## config.mk

```make
export PLATFORM = sky130hd
export DESIGN_NAME = gf2_clmul_mac
export DESIGN_NICKNAME = d
export VERILOG_FILES = /design/src/rtl/gf2_clmul_mac.sv
export SDC_FILE = /design/constraint.sdc
export NUM_CORES = 1
export LEC_CHECK = 0
export BUFFER_PORTS_ARGS = -buffer_cell sky130_fd_sc_hd__buf_2
export CELL_PAD_IN_SITES_DETAIL_PLACEMENT = 1
export CELL_PAD_IN_SITES_GLOBAL_PLACEMENT = 1
export CORE_ASPECT_RATIO = 1.75
export CORE_MARGIN = 3
export CORE_UTILIZATION = 39
export DETAILED_ROUTE_END_ITERATION = 16
export PLACE_DENSITY = 0.79
export SYNTH_ARGS = -nofsm -noshare
export SYNTH_HDL_FRONTEND = slang
export SYNTH_SLANG_ARGS = --single-unit
```

## constraint.sdc

```tcl
create_clock -name clk -period 4.5 [get_ports clk]
set_clock_uncertainty 0.05 [all_clocks]
set_input_delay 0.45 -clock clk [delete_from_list [all_inputs] [get_ports clk]]
set_output_delay 0.45 -clock clk [all_outputs]
set_load 0.01 [all_outputs]
```

## src/rtl/gf2_clmul_mac.sv

```systemverilog
// Pipelined GF(2) carry-less multiply-accumulate: per beat XOR over channels of
// clmul(a_i,b_i), XOR-accumulated over a frame, emitted raw or reduced mod POLY.
module gf2_clmul_mac #(
    parameter int             W    = 8,
    parameter int             NCH  = 2,
    parameter logic [W-1:0]   POLY = 8'h1B,
    parameter int             CNTW = 8
) (
    input  logic                 clk,
    input  logic                 rst,
    input  logic                 in_valid,
    output logic                 in_ready,
    input  logic [NCH*W-1:0]     in_a,
    input  logic [NCH*W-1:0]     in_b,
    input  logic                 in_last,
    input  logic                 in_mode,
    output logic                 out_valid,
    input  logic                 out_ready,
    output logic [2*W-2:0]       out_y,
    output logic [CNTW-1:0]      out_cnt
);

    localparam int PW = 2 * W - 1;

    function automatic logic [PW-1:0] clmul(input logic [W-1:0] x, input logic [W-1:0] y);
        logic [PW-1:0] r;
        r = '0;
        for (int i = 0; i < W; i++)
            for (int j = 0; j < W; j++)
                r[i+j] = r[i+j] ^ (x[i] & y[j]);
        return r;
    endfunction

    // Fold the high coefficients top-down; x^W is implicit, so XORing {1,POLY}
    // shifted into place clears bit k while adding its reduction.
    function automatic logic [PW-1:0] reduce(input logic [PW-1:0] v, input logic mode);
        logic [PW-1:0] r;
        logic [PW-1:0] pf;
        logic [PW-1:0] res;
        r       = v;
        pf      = '0;
        pf[W:0] = {1'b1, POLY};
        for (int k = PW - 1; k >= W; k--)
            if (r[k]) r = r ^ (pf << (k - W));
        res        = '0;
        res[W-1:0] = r[W-1:0];
        return mode ? res : v;
    endfunction

    function automatic logic [CNTW-1:0] sat_inc(input logic [CNTW-1:0] c);
        return (&c) ? c : c + 1'b1;
    endfunction

    logic [PW-1:0]   prod_p0;
    logic            vld_p1;
    logic [PW-1:0]   prod_p1;
    logic            last_p1;
    logic            mode_p1;
    logic [PW-1:0]   acc_p2;
    logic [CNTW-1:0] cnt_p2;
    logic            s1_advance;
    logic            accept;
    logic [PW-1:0]   acc_next;
    logic [CNTW-1:0] cnt_next;

    always_comb begin
        prod_p0 = '0;
        for (int i = 0; i < NCH; i++)
            prod_p0 = prod_p0 ^ clmul(in_a[i*W +: W], in_b[i*W +: W]);
    end

    // A last beat needs the output register free (or being drained) to move on.
    assign s1_advance = vld_p1 && (!last_p1 || !out_valid || out_ready);
    assign in_ready   = !vld_p1 || s1_advance;
    assign accept     = in_valid && in_ready;
    assign acc_next   = acc_p2 ^ prod_p1;
    assign cnt_next   = sat_inc(cnt_p2);

    // Stage 1: registered beat product
    always_ff @(posedge clk or posedge rst) begin
        if (rst) begin
            vld_p1  <= 1'b0;
            prod_p1 <= '0;
            last_p1 <= 1'b0;
            mode_p1 <= 1'b0;
        end else if (accept) begin
            vld_p1  <= 1'b1;
            prod_p1 <= prod_p0;
            last_p1 <= in_last;
            mode_p1 <= in_mode;
        end else if (s1_advance) begin
            vld_p1  <= 1'b0;
        end
    end

    // Stage 2: frame accumulation and output register
    always_ff @(posedge clk or posedge rst) begin
        if (rst) begin
            acc_p2    <= '0;
            cnt_p2    <= '0;
            out_valid <= 1'b0;
            out_y     <= '0;
            out_cnt   <= '0;
        end else begin
            if (out_valid && out_ready)
                out_valid <= 1'b0;
            if (s1_advance) begin
                if (last_p1) begin
                    acc_p2    <= '0;
                    cnt_p2    <= '0;
                    out_valid <= 1'b1;
                    out_y     <= reduce(acc_next, mode_p1);
                    out_cnt   <= cnt_next;
                end else begin
                    acc_p2    <= acc_next;
                    cnt_p2    <= cnt_next;
                end
            end
        end
    end

endmodule

```

==> flow_summary_export.csv <==
group,metric,value,unit
status,status,"complete, no violations",
sta,fin_tns_setup,0,ns
detailed_routing,dr_total_vias,4133,
global_route,grt_overflow,0,
global_route,grt_pass1_vias,4597,
hold_path,worstHoldPathType,"primary input to async pin",
sta,setup_viol,0,
synth,yosysSeqAreaShare,0.3379,
cells_and_area,multi_input_area,0.002942,mm2
synth,syn_nets,655,
cts,cts_root_buffer,"clkbuf_16",
sta,finalHoldViolations,0,
worst_setup_path,arrival,2.85,ns
cts,postCtsHoldBufs,0,
cts,cts.path.max_buffers,2,
synth,synth_top_flop_cell,"dfrtp_1",
cts,cts_made_buffers,9,
worst_setup_path,cp-start-kind,"register",
cells_and_area,fillers,1507,
detailed_routing,viasPerCell,5.090,
synth,synth_edf_count,0,
cts,worst_skew_pair.late_latency,0.33,ns
synth,yosysUniqueCellTypes,33,
synth,ys_ff_latch,65,
placement,dp_hpwl,10.08,mm
floorplan,die_w,89.98,um
detailed_routing,wire_per_inst,15.78,um
floorplan,rows,53,
cells_and_area,layout_common_cells,"nand2_1, xnor2_1, dfrtp_1",
floorplan,dieArea,0.01376,mm2
synth,async_reset_ff_frac,1.000,
sta,setup_ws,1.781,ns
placement,pre_cts_ws,1.847,ns
detailed_routing,dr.pass1.iters,4,
worst_setup_path,end_kind,"register",
global_route,grt_max_degree,66,
cts,cts_tree,"built",
power,ir_drop,215.9,uV
floorplan,core-area,0.01207,mm2
cts,clk_pin_slew_worst_paths,0.05,ns
floorplan,io_pins,63,
synth,syn_area_per_cell,7.814,um2
detailed_routing,drt_iter0_markers,171,
placement,place_congestion,0.8956,
cells_and_area,nets,681,
sta,max_slew_margin,0.1839,
sta,min_period_over_period,0.6042,
synth,synthCells,616,
worst_setup_path,worstSetupPathType,"register to register",
sta,drv_slew,0,
cells_and_area,drive_gt1_frac,0.1453,
synth,netlist_area,0.004813,mm2
cts,postCtsSetupRepairBufs,0,
cells_and_area,final-seq-area,0.001627,mm2
floorplan,initial_core_util,0.3988,
power,p_leak,2.374,nW
run,max-cap-violations,0,
sta,rsz0062_at_grt,"false",
floorplan,fp.dieH,153.0,um
detailed_routing,drt_wl_total,12.82,mm
cts,ctsResizeCount,0,
power,p_total,0.003297,W
sta,tightest_slew,1.221,ns
global_route,track_usage,0.1957,
detailed_routing,ant_nets,0,
sta,period_needed,2.719,ns
synth,yosysWarningCount,0,
cells_and_area,final_common_cell,"nand2_1",
placement,portBuffers,62,
sta,fmax,0.3678,GHz
global_route,antenna_found_initial,0,
cells_and_area,antenna_cells,0,
cts,h-tree-depth,3,
global_route,grt_pass1_wl,21.85,mm
cts,cts_sinks,65,
power,power.density,602.8,mW/mm2
worst_setup_path,crit_fanout,37,
worst_setup_path,worst_ep_required_time,4.63,ns
detailed_routing,drc,0,
cells_and_area,area_growth,13.62,%
[worst paths after layout]
kind / startpoint / end / slack (ns) / depth (start not counted)
max reg2reg: last_p1$_DFFE_PP0P_ / acc_p2[3]$_DFFE_PP0N_ / 1.78 / 5
min in group clk: in_valid / vld_p1$_DFFE_PP0P_ / 0.29 / 2
max: last_p1$_DFFE_PP0P_ / acc_p2[3]$_DFFE_PP0N_ / 1.78 / 5
min: rst / out_y[9]$_DFFE_PP0P_ / 0.29 / 3
max in group asynchronous: rst / acc_p2[13]$_DFFE_PP0N_ / 3.54 / 3
min reg2reg: out_cnt[2]$_DFFE_PP0P_ / out_cnt[2]$_DFFE_PP0P_ / 0.42 / 2
[final cells by class]
class	instances	area share
tap	165	0.03775
clock buffer	14	0.05010
inverter	16	0.01098
multi-input combinational	486	0.5379
sequential	65	0.2974
timing repair buffer	64	0.05948
clock inverter	2	0.006406
[critical path: stages, from the launching register on]
cell and delay (ns):
dfrtp_1 0.95, nand2_1 0.17, nand2_1 0.95, nor3_1 0.15
a21oi_1 0.20, o21ai_1 0.08
[registers in the layout (all words and copies together) (netlist names)]
name and count:
out_valid 1, out_cnt 8, mode_p1 1, last_p1 1, prod_p1 15, vld_p1 1
acc_p2 15, out_y 15, cnt_p2 8
[routing by layer]
metal | track usage | up-vias | routed length, um
li1 | - | 1983 | -
met1 | 0.1788 | 2016 | 4255
met2 | 0.3962 | 87 | 7669
met3 | 0.03102 | 47 | 310
met4 | 0.1110 | 0 | 580
met5 | 0 | - | 0
[report_power, final]
part           switching [W]  internal, W
logic               0.000849     0.000733
clock network       0.000246     0.000473
registers           0.000209     0.000787
[synth_stat cells, drive strengths merged (2+ instances only)]
library cell,count,area share
nand2,197,0.15
nor2,9,0.0070
inv,16,0.012
mux2i,2,0.0042
a31oi,2,0.0026
a21oi,22,0.023
nor3,14,0.015
nand3,4,0.0042
and3,4,0.0052
clkbuf,48,0.037
nand2b,4,0.0052
o31ai,7,0.012
xor2,30,0.056
xnor2,124,0.24
dfrtp,65,0.34
nor2b,4,0.0052
o21ai,50,0.052
mux2,4,0.0094
[per-stage QoR]
stage	instance area, um2	hold slack [ns]	std cells	utilization
final	5469	0.2884	812	0.4531
after global routing	5469	0.2952	812	0.4531
after CTS	5469	0.2861	812	0.4531
after detailed placement	5160	0.4158	796	0.4275
after global placement	5160	0.4071	796	0.4275
after floorplan	4813	0.4469	616	-
[cells by family after synthesis]
| group | after synthesis | synth area share |
|---|---|---|
| AND/OR/NAND/NOR | 240 | 0.2009 |
| buffers and inverters | 65 | 0.05095 |
| multiplexers | 6 | 0.01352 |
| flip-flops | 65 | 0.3379 |
| adder cells (fa/ha/maj) | 1 | 0.002599 |
| XOR/XNOR | 154 | 0.2982 |
| AO/OA/AOI/OAI | 85 | 0.09592 |
Note: power is estimated with default switching activity, not from simulation.
